==> src/rtl/bus_cmd_master_if.sv <==
// Signal bundle for bus_cmd_master: inbound/outbound byte streams plus the
// peripheral bus (A/WD/WE/RD) and status flags.
interface bus_cmd_master_if #(
   parameter int ADDR_W = 5
);
   logic [7:0]        rx_data;
   logic              rx_valid;
   logic              rx_ready;
   logic [7:0]        tx_data;
   logic              tx_valid;
   logic              tx_ready;
   logic [ADDR_W-1:0] A;
   logic [31:0]       WD;
   logic              WE;
   logic [31:0]       RD;
   logic              busy;
   logic              err;

   modport master (
      input  rx_data, rx_valid, tx_ready, RD,
      output rx_ready, tx_data, tx_valid, A, WD, WE, busy, err
   );

   modport slave (
      output rx_data, rx_valid, tx_ready, RD,
      input  rx_ready, tx_data, tx_valid, A, WD, WE, busy, err
   );
endinterface

==> src/rtl/bus_cmd_master.sv <==
// Byte-stream command initiator: decodes 'W'/'R' frames from the rx stream,
// performs one bus write or sampled read, and streams the response on tx.
module bus_cmd_master #(
   parameter int ADDR_W  = 5,
   parameter int RD_WAIT = 1
) (
   input  logic             clk,
   input  logic             rst,
   bus_cmd_master_if.master bus
);

   localparam logic [7:0] OP_WR    = 8'h57;
   localparam logic [7:0] OP_RD    = 8'h52;
   localparam logic [7:0] RESP_ERR = 8'h45;
   localparam logic [7:0] RESP_OK  = 8'h4B;
   localparam int         WAIT_W   = (RD_WAIT < 1) ? 1 : $clog2(RD_WAIT + 1);

   typedef enum logic [2:0] {
      IDLE   = 3'd0,
      ADDR   = 3'd1,
      DATA   = 3'd2,
      BUS_WR = 3'd3,
      BUS_RD = 3'd4,
      RESP   = 3'd5
   } state_t;

   state_t            state_r, state_s;
   logic              op_wr_r, op_wr_s;
   logic [7:0]        addr_r, addr_s;
   logic [31:0]       shift_r, shift_s;
   logic [1:0]        cnt_r, cnt_s;
   logic [WAIT_W-1:0] wait_r, wait_s;
   logic [31:0]       resp_r, resp_s;
   logic [2:0]        rem_r, rem_s;
   logic [ADDR_W-1:0] a_r, a_s;
   logic [31:0]       wd_r, wd_s;
   logic              we_r, we_s;
   logic              tx_valid_r, tx_valid_s;
   logic [7:0]        tx_data_r, tx_data_s;
   logic              err_r, err_s;
   logic              rx_ready_s;
   logic              rx_fire_s;

   // Address byte is legal only when every bit above the bus width is zero.
   function automatic logic addr_ok(input logic [7:0] b);
      return (b >> ADDR_W) == 8'd0;
   endfunction

   assign rx_ready_s = ~rst & ((state_r == IDLE) | (state_r == ADDR) | (state_r == DATA));
   assign rx_fire_s  = bus.rx_valid & rx_ready_s;

   assign bus.rx_ready = rx_ready_s;
   assign bus.busy     = (state_r != IDLE);
   assign bus.A        = a_r;
   assign bus.WD       = wd_r;
   assign bus.WE       = we_r;
   assign bus.tx_valid = tx_valid_r;
   assign bus.tx_data  = tx_data_r;
   assign bus.err      = err_r;

   // Next-state and next-register values for the whole command engine.
   always_comb begin
      state_s    = state_r;
      op_wr_s    = op_wr_r;
      addr_s     = addr_r;
      shift_s    = shift_r;
      cnt_s      = cnt_r;
      wait_s     = wait_r;
      resp_s     = resp_r;
      rem_s      = rem_r;
      a_s        = a_r;
      wd_s       = wd_r;
      we_s       = 1'b0;
      tx_valid_s = tx_valid_r;
      tx_data_s  = tx_data_r;
      err_s      = 1'b0;

      case (state_r)
         IDLE: begin
            if (rx_fire_s) begin
               if ((bus.rx_data == OP_WR) || (bus.rx_data == OP_RD)) begin
                  op_wr_s = (bus.rx_data == OP_WR);
                  state_s = ADDR;
               end else begin
                  state_s    = RESP;
                  resp_s     = {24'd0, RESP_ERR};
                  rem_s      = 3'd1;
                  tx_valid_s = 1'b1;
                  tx_data_s  = RESP_ERR;
                  err_s      = 1'b1;
               end
            end else begin
               state_s = IDLE;
            end
         end

         ADDR: begin
            if (rx_fire_s) begin
               addr_s = bus.rx_data;
               if (op_wr_r) begin
                  cnt_s   = 2'd0;
                  state_s = DATA;
               end else if (addr_ok(bus.rx_data)) begin
                  a_s     = bus.rx_data[ADDR_W-1:0];
                  wait_s  = '0;
                  state_s = BUS_RD;
               end else begin
                  state_s    = RESP;
                  resp_s     = {24'd0, RESP_ERR};
                  rem_s      = 3'd1;
                  tx_valid_s = 1'b1;
                  tx_data_s  = RESP_ERR;
                  err_s      = 1'b1;
               end
            end else begin
               state_s = ADDR;
            end
         end

         DATA: begin
            if (rx_fire_s) begin
               shift_s = {bus.rx_data, shift_r[31:8]};
               cnt_s   = cnt_r + 2'd1;
               if (cnt_r == 2'd3) begin
                  // Bus outputs are loaded only for a legal address, so a bad
                  // write frame leaves A/WD untouched.
                  if (addr_ok(addr_r)) begin
                     a_s     = addr_r[ADDR_W-1:0];
                     wd_s    = {bus.rx_data, shift_r[31:8]};
                     we_s    = 1'b1;
                     state_s = BUS_WR;
                  end else begin
                     state_s    = RESP;
                     resp_s     = {24'd0, RESP_ERR};
                     rem_s      = 3'd1;
                     tx_valid_s = 1'b1;
                     tx_data_s  = RESP_ERR;
                     err_s      = 1'b1;
                  end
               end else begin
                  state_s = DATA;
               end
            end else begin
               state_s = DATA;
            end
         end

         BUS_WR: begin
            state_s    = RESP;
            resp_s     = {24'd0, RESP_OK};
            rem_s      = 3'd1;
            tx_valid_s = 1'b1;
            tx_data_s  = RESP_OK;
         end

         BUS_RD: begin
            if (wait_r == WAIT_W'(RD_WAIT)) begin
               state_s    = RESP;
               resp_s     = bus.RD;
               rem_s      = 3'd4;
               tx_valid_s = 1'b1;
               tx_data_s  = bus.RD[7:0];
            end else begin
               wait_s = wait_r + 1'b1;
            end
         end

         RESP: begin
            if (tx_valid_r & bus.tx_ready) begin
               if (rem_r == 3'd1) begin
                  tx_valid_s = 1'b0;
                  state_s    = IDLE;
               end else begin
                  rem_s     = rem_r - 3'd1;
                  resp_s    = {8'd0, resp_r[31:8]};
                  tx_data_s = resp_r[15:8];
               end
            end else begin
               state_s = RESP;
            end
         end

         default: begin
            state_s    = IDLE;
            tx_valid_s = 1'b0;
         end
      endcase
   end

   // State register.
   always_ff @(posedge clk or posedge rst) begin
      if (rst) begin
         state_r <= IDLE;
      end else begin
         state_r <= state_s;
      end
   end

   // Datapath and registered outputs.
   always_ff @(posedge clk or posedge rst) begin
      if (rst) begin
         op_wr_r    <= 1'b0;
         addr_r     <= 8'd0;
         shift_r    <= 32'd0;
         cnt_r      <= 2'd0;
         wait_r     <= '0;
         resp_r     <= 32'd0;
         rem_r      <= 3'd0;
         a_r        <= '0;
         wd_r       <= 32'd0;
         we_r       <= 1'b0;
         tx_valid_r <= 1'b0;
         tx_data_r  <= 8'd0;
         err_r      <= 1'b0;
      end else begin
         op_wr_r    <= op_wr_s;
         addr_r     <= addr_s;
         shift_r    <= shift_s;
         cnt_r      <= cnt_s;
         wait_r     <= wait_s;
         resp_r     <= resp_s;
         rem_r      <= rem_s;
         a_r        <= a_s;
         wd_r       <= wd_s;
         we_r       <= we_s;
         tx_valid_r <= tx_valid_s;
         tx_data_r  <= tx_data_s;
         err_r      <= err_s;
      end
   end

endmodule

==> src/flat_wrapper.sv <==
// flat-port wrapper written by rule: the top's interface ports become plain ports
module bus_cmd_master_flat 
#(
   parameter int ADDR_W  = 5,
   parameter int RD_WAIT = 1
)
  (clk, rst, bus_rx_data, bus_rx_valid, bus_tx_ready, bus_RD, bus_rx_ready, bus_tx_data, bus_tx_valid, bus_A, bus_WD, bus_WE, bus_busy, bus_err);
  bus_cmd_master_if #(.ADDR_W(ADDR_W)) bus_i ();
  input  logic clk;
  input  logic rst;
  input wire logic [$bits(bus_i.rx_data)-1:0] bus_rx_data;
  input wire logic [$bits(bus_i.rx_valid)-1:0] bus_rx_valid;
  input wire logic [$bits(bus_i.tx_ready)-1:0] bus_tx_ready;
  input wire logic [$bits(bus_i.RD)-1:0] bus_RD;
  output wire logic [$bits(bus_i.rx_ready)-1:0] bus_rx_ready;
  output wire logic [$bits(bus_i.tx_data)-1:0] bus_tx_data;
  output wire logic [$bits(bus_i.tx_valid)-1:0] bus_tx_valid;
  output wire logic [$bits(bus_i.A)-1:0] bus_A;
  output wire logic [$bits(bus_i.WD)-1:0] bus_WD;
  output wire logic [$bits(bus_i.WE)-1:0] bus_WE;
  output wire logic [$bits(bus_i.busy)-1:0] bus_busy;
  output wire logic [$bits(bus_i.err)-1:0] bus_err;
  assign bus_i.rx_data = bus_rx_data;
  assign bus_i.rx_valid = bus_rx_valid;
  assign bus_i.tx_ready = bus_tx_ready;
  assign bus_i.RD = bus_RD;
  assign bus_rx_ready = bus_i.rx_ready;
  assign bus_tx_data = bus_i.tx_data;
  assign bus_tx_valid = bus_i.tx_valid;
  assign bus_A = bus_i.A;
  assign bus_WD = bus_i.WD;
  assign bus_WE = bus_i.WE;
  assign bus_busy = bus_i.busy;
  assign bus_err = bus_i.err;
  bus_cmd_master #(.ADDR_W(ADDR_W), .RD_WAIT(RD_WAIT)) u_core (.clk(clk), .rst(rst), .bus(bus_i));
endmodule
==> config.mk <==
export PLATFORM = sky130hd
export DESIGN_NAME = bus_cmd_master_flat
export DESIGN_NICKNAME = d
export VERILOG_FILES = /design/src/rtl/bus_cmd_master_if.sv /design/src/rtl/bus_cmd_master.sv /design/src/flat_wrapper.sv
export SDC_FILE = /design/constraint.sdc
export NUM_CORES = 1
export LEC_CHECK = 0
export BUFFER_PORTS_ARGS = -buffer_cell sky130_fd_sc_hd__buf_2
export CORE_MARGIN = 2
export CORE_UTILIZATION = 29
export DETAILED_ROUTE_END_ITERATION = 6
export SYNTH_ARGS = -nofsm -noshare
export SYNTH_HDL_FRONTEND = slang
export SYNTH_SLANG_ARGS = --single-unit
==> constraint.sdc <==
create_clock -name clk -period 6.2 [get_ports clk]
set_input_delay 1.24 -clock clk [delete_from_list [all_inputs] [get_ports clk]]
set_output_delay 1.24 -clock clk [all_outputs]
set_load 0.02 [all_outputs]
==> Word-level counts from Yosys, hierarchy flattened <==
Cells that the tools add are included.
{ "classes": {"n_mux": 89, "reduce_logical": 18, "n_addsub": 3, "bitwise_logic": 6, "eq_ne": 25} }
{ "ops": {"columns": ["op", "count"], "rows": [
  ["32-bit 2-to-1 mux", 11],
  ["32-bit one-hot mux with 6 select lines", 1],
  ["8-bit 2-to-1 mux", 11],
  ["3-bit 2-to-1 mux", 21],
  ["8-bit one-hot mux with 6 select lines", 1],
  ["3-bit one-hot mux with 6 select lines", 2],
  ["5-bit 2-to-1 mux", 6],
  ["1-bit 2-to-1 mux", 28],
  ["8-bit by 7-bit == test with 1-bit output, second input constant", 2],
  ["8-bit zero test", 2],
  ["2-bit inequality test, second input constant", 8],
  ["2-bit by 1-bit inequality test with 1-bit output, second input constant", 7],
  ["12-bit AND reduction", 1],
  ["4-bit AND reduction", 3],
  ["11-bit AND reduction", 1],
  ["5-bit one-hot mux with 2 select lines", 1],
  ["7-bit AND reduction", 1],
  ["3-bit by 1-bit == test with 1-bit output, second input constant", 2],
  ["3-bit by 2-bit == test with 1-bit output, second input constant", 2],
  ["3-bit == test, second input constant", 2],
  ["2-bit 2-to-1 mux", 3],
  ["1-bit one-hot mux with 6 select lines", 1],
  ["2-bit AND reduction", 3],
  ["6-bit nonzero test", 1],
  ["16 further kinds", 20]
]} }
{ "word_totals": {"register_bits": 130, "inputBits": 44, "wordCells": 155, "output_inout_bits": 50} }

==> Depth between registers and ports, before layout <==
{ "depth": {"depth_word": 7, "depth_mapped": 8, "ltp_nobuf": 6} }

==> Least setup slack after synthesis <==
Ideal clock, no wire load.
{ "synth_path": {"path_type": "in2out", "from": "in rst", "to": "out bus_rx_ready", "path_buffers": 0, "path_slack_ns": 0.883, "cell_stages": 2, "required_ns": 4.960, "arrival_time_ns": 4.077, "cell_sequence": "inv_1 and2_1"} }
{ "synth_between": {"elab_chain_cells": 2} }
{ "synth_lines": {"columns": ["item", "line_no", "text"], "rows": [
  ["start, declared", "flat_wrapper.sv:10", "input logic rst;"],
  ["1-bit NOT", "bus_cmd_master.sv:49", "assign rx_ready_s = ~rst & ((state_r == IDLE) | (state_r == ADDR) | (state_r == DATA));"],
  ["1-bit bitwise AND", "bus_cmd_master.sv:49", null],
  ["end, declared", "flat_wrapper.sv:15", "output wire logic [$bits(bus_i.rx_ready)-1:0] bus_rx_ready;"]
]} }
No other way between the ends.

==> Worst setup path in the final report <==
Same ends and word-level chain as after synthesis.

==> flow_summary.ini <==
[setup_path]
critPathCaptureType = primary output
crit_slowest_cell = inv_4
start_kind = input pin
crit_type = in2out
cp_top_family = buffers and inverters
cp.required_ns = 4.96
critical_path.max_fanout = 53
cpMostUsedCell = buf_2
worstPathArrival_ns = 2.22
critPathLaunch = rst
reg2reg_from = u_core.state_r[0]
critPathMaxStageDelay_ns = 0.47
crit_path_cell_trace = buf_2, inv_4, and2_1, buf_2
critPathBufInv = 3

[global_routing]
grt_pass1_vias = 3635
grt_max_degree = 64
grt_overflow = 0
grt_pass1_wl_mm = 18.8
grt_usage_pct = 13.0
antenna_found_initial = 0

[routing]
drt_iter0_drc = 235
via_per_inst = 4.59
dr_total_vias = 3508
drc = 0
highest_layer = met4
met3_length_um = 636
wl_met2_mm = 5.71
antenna_left = 0
drt-met1-wl_mm = 5.05
post_drt_wl_per_cell_um = 15.1
wl_mm = 11.6
dr.pass1.iters = 4

[floorplan]
ioPinCount = 94
dieArea_mm2 = 0.0188
die_x_um = 137
coreArea_mm2 = 0.0174
die_y_um = 137
num_rows = 48
start_util_pct = 29.7

[timing]
fin_setup_tns_ns = 0
timing.final.ws_setup_ns = 2.74
worst_slew_pin_slew_ns = 1.02
finalHoldViolCount = 0
fin_hold_ws_ns = 0.467
finalCriticalPeriod_ns = 3.46
slew_violations = 0
rsz0062_at_grt = false
clock_skew_ns = 0.00573
fmax_ghz = 0.289
final-setup-viol-count = 0
slew_headroom_pct = 31.9
fin_crit_sh_pct = 55.9

[finish]
area_growth_pct = 23.1
drive_above_1_share_pct = 39.1
nets = 574
final_area_mm2 = 0.00634
antenna_cells = 0

[power]
switching_power_w = 0.000882
p_int_w = 0.00185
p_per_area_mw_per_mm2 = 431
switching_share_pct = 32.3
p_clk_share_pct = 33.9
vdd_drop_max_v = 0.000203
pwr-share-comb_pct = 29.9
pwr-share-seq_pct = 36.2
p_leak_nw = 3.30

[logic_synthesis]
synth_area_mm2 = 0.00515
synth_fp_nets = 487
synthArstFlopShare_pct = 100
synth_top_area_share_pct = 55.4
ys_seq_area_share_pct = 55.4
synth_flop_cell = dfrtp_1
synthCells = 440
yosys_warnings = 0
ys_ff_latch = 114
ys_types = 42
synth_area_per_cell_um2 = 11.7
synth-edff-count = 0
synthTopCellsByArea = dfrtp_1, mux2_2, nand2_1
yosys.area.top_type = dfrtp_1

[place]
io_buffer_count = 93
placed_area_mm2 = 0.00577
gp_congestion = 0.792
post-dp-hpwl_mm = 8.06
post-place-ws_ns = 2.51

[min_path]
hold_class = reg2reg
worst_hold_startpoint = u_core.shift_r[8]

[clock_network]
insertion_delay_ns = 0.41
clock_path_buffers = 2
cts_inserted_buffers = 17
cts_resized = 0
cts_sinks = 114
h-tree-depth = 4
cts_tree = built
clockRootBuffer = clkbuf_16
clk_pin_slew_ns = 0.06
postCtsSetupRepairBufs = 0
ctsHoldBuffers = 0

[status]
status = completed

[flow_run]
cap_violations = 0
==> per-layer routing <==
metal | vias up | track usage, %
met1 | 1724 | 16.1
met2 | 75 | 20.8
met5 | - | 0
met4 | 0 | 5.10
met3 | 12 | 4.64
li1 | 1697 | -
==> final timing paths <==
kind                            cells past startpoint           endpoint  slack, ns
worst max-delay path                                4       bus_rx_ready       2.74
worst min-delay path                                2  u_core.shift_r[8]       0.47
worst max register to register                      6  u_core.resp_r[20]       2.96
worst min register to register                      2  u_core.shift_r[8]       0.47
max in group asynchronous                           3    u_core.bus.A[4]       4.02
min in group asynchronous                           2     u_core.bus.err       0.94
==> state kept, by name, indices dropped and copies added (netlist names) <==
signal,cells
u_core.bus.WD,32
u_core.resp_r,32
u_core.shift_r,24
u_core.addr_r,8
u_core.bus.A,5
u_core.rem_r,3
u_core.state_r,3
u_core.cnt_r,2
u_core.bus.WE,1
u_core.bus.err,1
u_core.bus.tx_valid,1
u_core.op_wr_r,1
u_core.wait_r,1
==> cell usage after synthesis (3+ instances only) <==
library cell / instances
a21oi_1: 9
a22o_1: 14
and2_1: 4
buf_2: 7
buf_4: 8
clkbuf_1: 10
dfrtp_1: 114
ha_1: 3
inv_1: 15
mux2_2: 59
mux2_4: 20
mux2i_1: 12
nand2_1: 97
nand2b_1: 3
nand3_1: 3
nor2_1: 6
nor2b_1: 3
nor3_1: 5
o21ai_0: 17
or3_1: 3
==> worst register-to-register path, delay by kind of cell, from the launching register on <==
family                 cells  cell delay (ns)
AO/OA/AOI/OAI              1             0.26
flip-flops                 1             0.68
buffers and inverters      2             0.83
multiplexers               1             0.42
AND/OR/NAND/NOR            2             0.94
==> kinds of logic (layout without fill, tap and decap cells) <==
| group | Yosys count | in the layout | share of synthesized area, % |
|---|---|---|---|
| AND/OR/NAND/NOR | 132 | 132 | 11.1 |
| flip-flops | 114 | 114 | 55.4 |
| multiplexers | 91 | 91 | 21.1 |
| AO/OA/AOI/OAI | 55 | 55 | 7.22 |
| buffers and inverters | 43 | 143 | 4.18 |
| adder cells (fa/ha/maj) | 3 | 3 | 0.729 |
| XOR/XNOR | 2 | 2 | 0.340 |
==> per-stage QoR <==
step / utilization [%] / cells / power (W)
3_3_place_gp: 33.2 / 733 / 0.00179
4_1_cts: 36.5 / 765 / 0.00275
6_report: 36.5 / 765 / 0.00273
5_1_grt: 36.5 / 765 / 0.00288
3_5_place_dp: 33.2 / 733 / 0.00182
2_1_floorplan: - / 440 / 0.00167
==> cells in the final DEF (no fill, tap or decap), types with 2 or more instances in the layout <==
master      instances
nand3_1             2
buf_4               3
or3_1               3
nor3_1              5
o211ai_1            2
clkinv_4            4
mux2i_1            12
ha_1                3
nand4b_1            2
nor2b_1             3
a21oi_1             9
clkinv_2            2
nor2_1              6
inv_1              14
and3_1              2
dfrtp_1           114
mux2_2             59
xor2_1              2
a31oi_1             2
mux2_4             20
buf_2              93
and2_1              4
inv_6               3
a22o_1             14
o21ai_0            17
clkbuf_16          17
nand2_1            97
clkinvlp_4          4
nand2b_1            3
==> power groups by stage <==
stage	combinational, W	sequential, W	clock (W)
4_1_cts	0.000826	0.000987	0.000939
2_1_floorplan	0.000689	0.000981	0
6_report	0.000817	0.000987	0.000925
5_1_grt	0.000898	0.00101	0.000978
3_3_place_gp	0.000804	0.000989	0
3_5_place_dp	0.000824	0.000997	0
==> area by class of cell <==
| type | count | area, um^2 |
|---|---|---|
| Inverter | 15 | 58.8 |
| Clock buffer | 18 | 439 |
| Fill cell | 1669 | 11000 |
| Multi-Input combinational cell | 283 | 2090 |
| Sequential cell | 114 | 2850 |
| Timing Repair Buffer | 96 | 488 |
| Tap cell | 225 | 282 |
| Clock inverter | 14 | 131 |
Power figures use the tool's default switching activity.
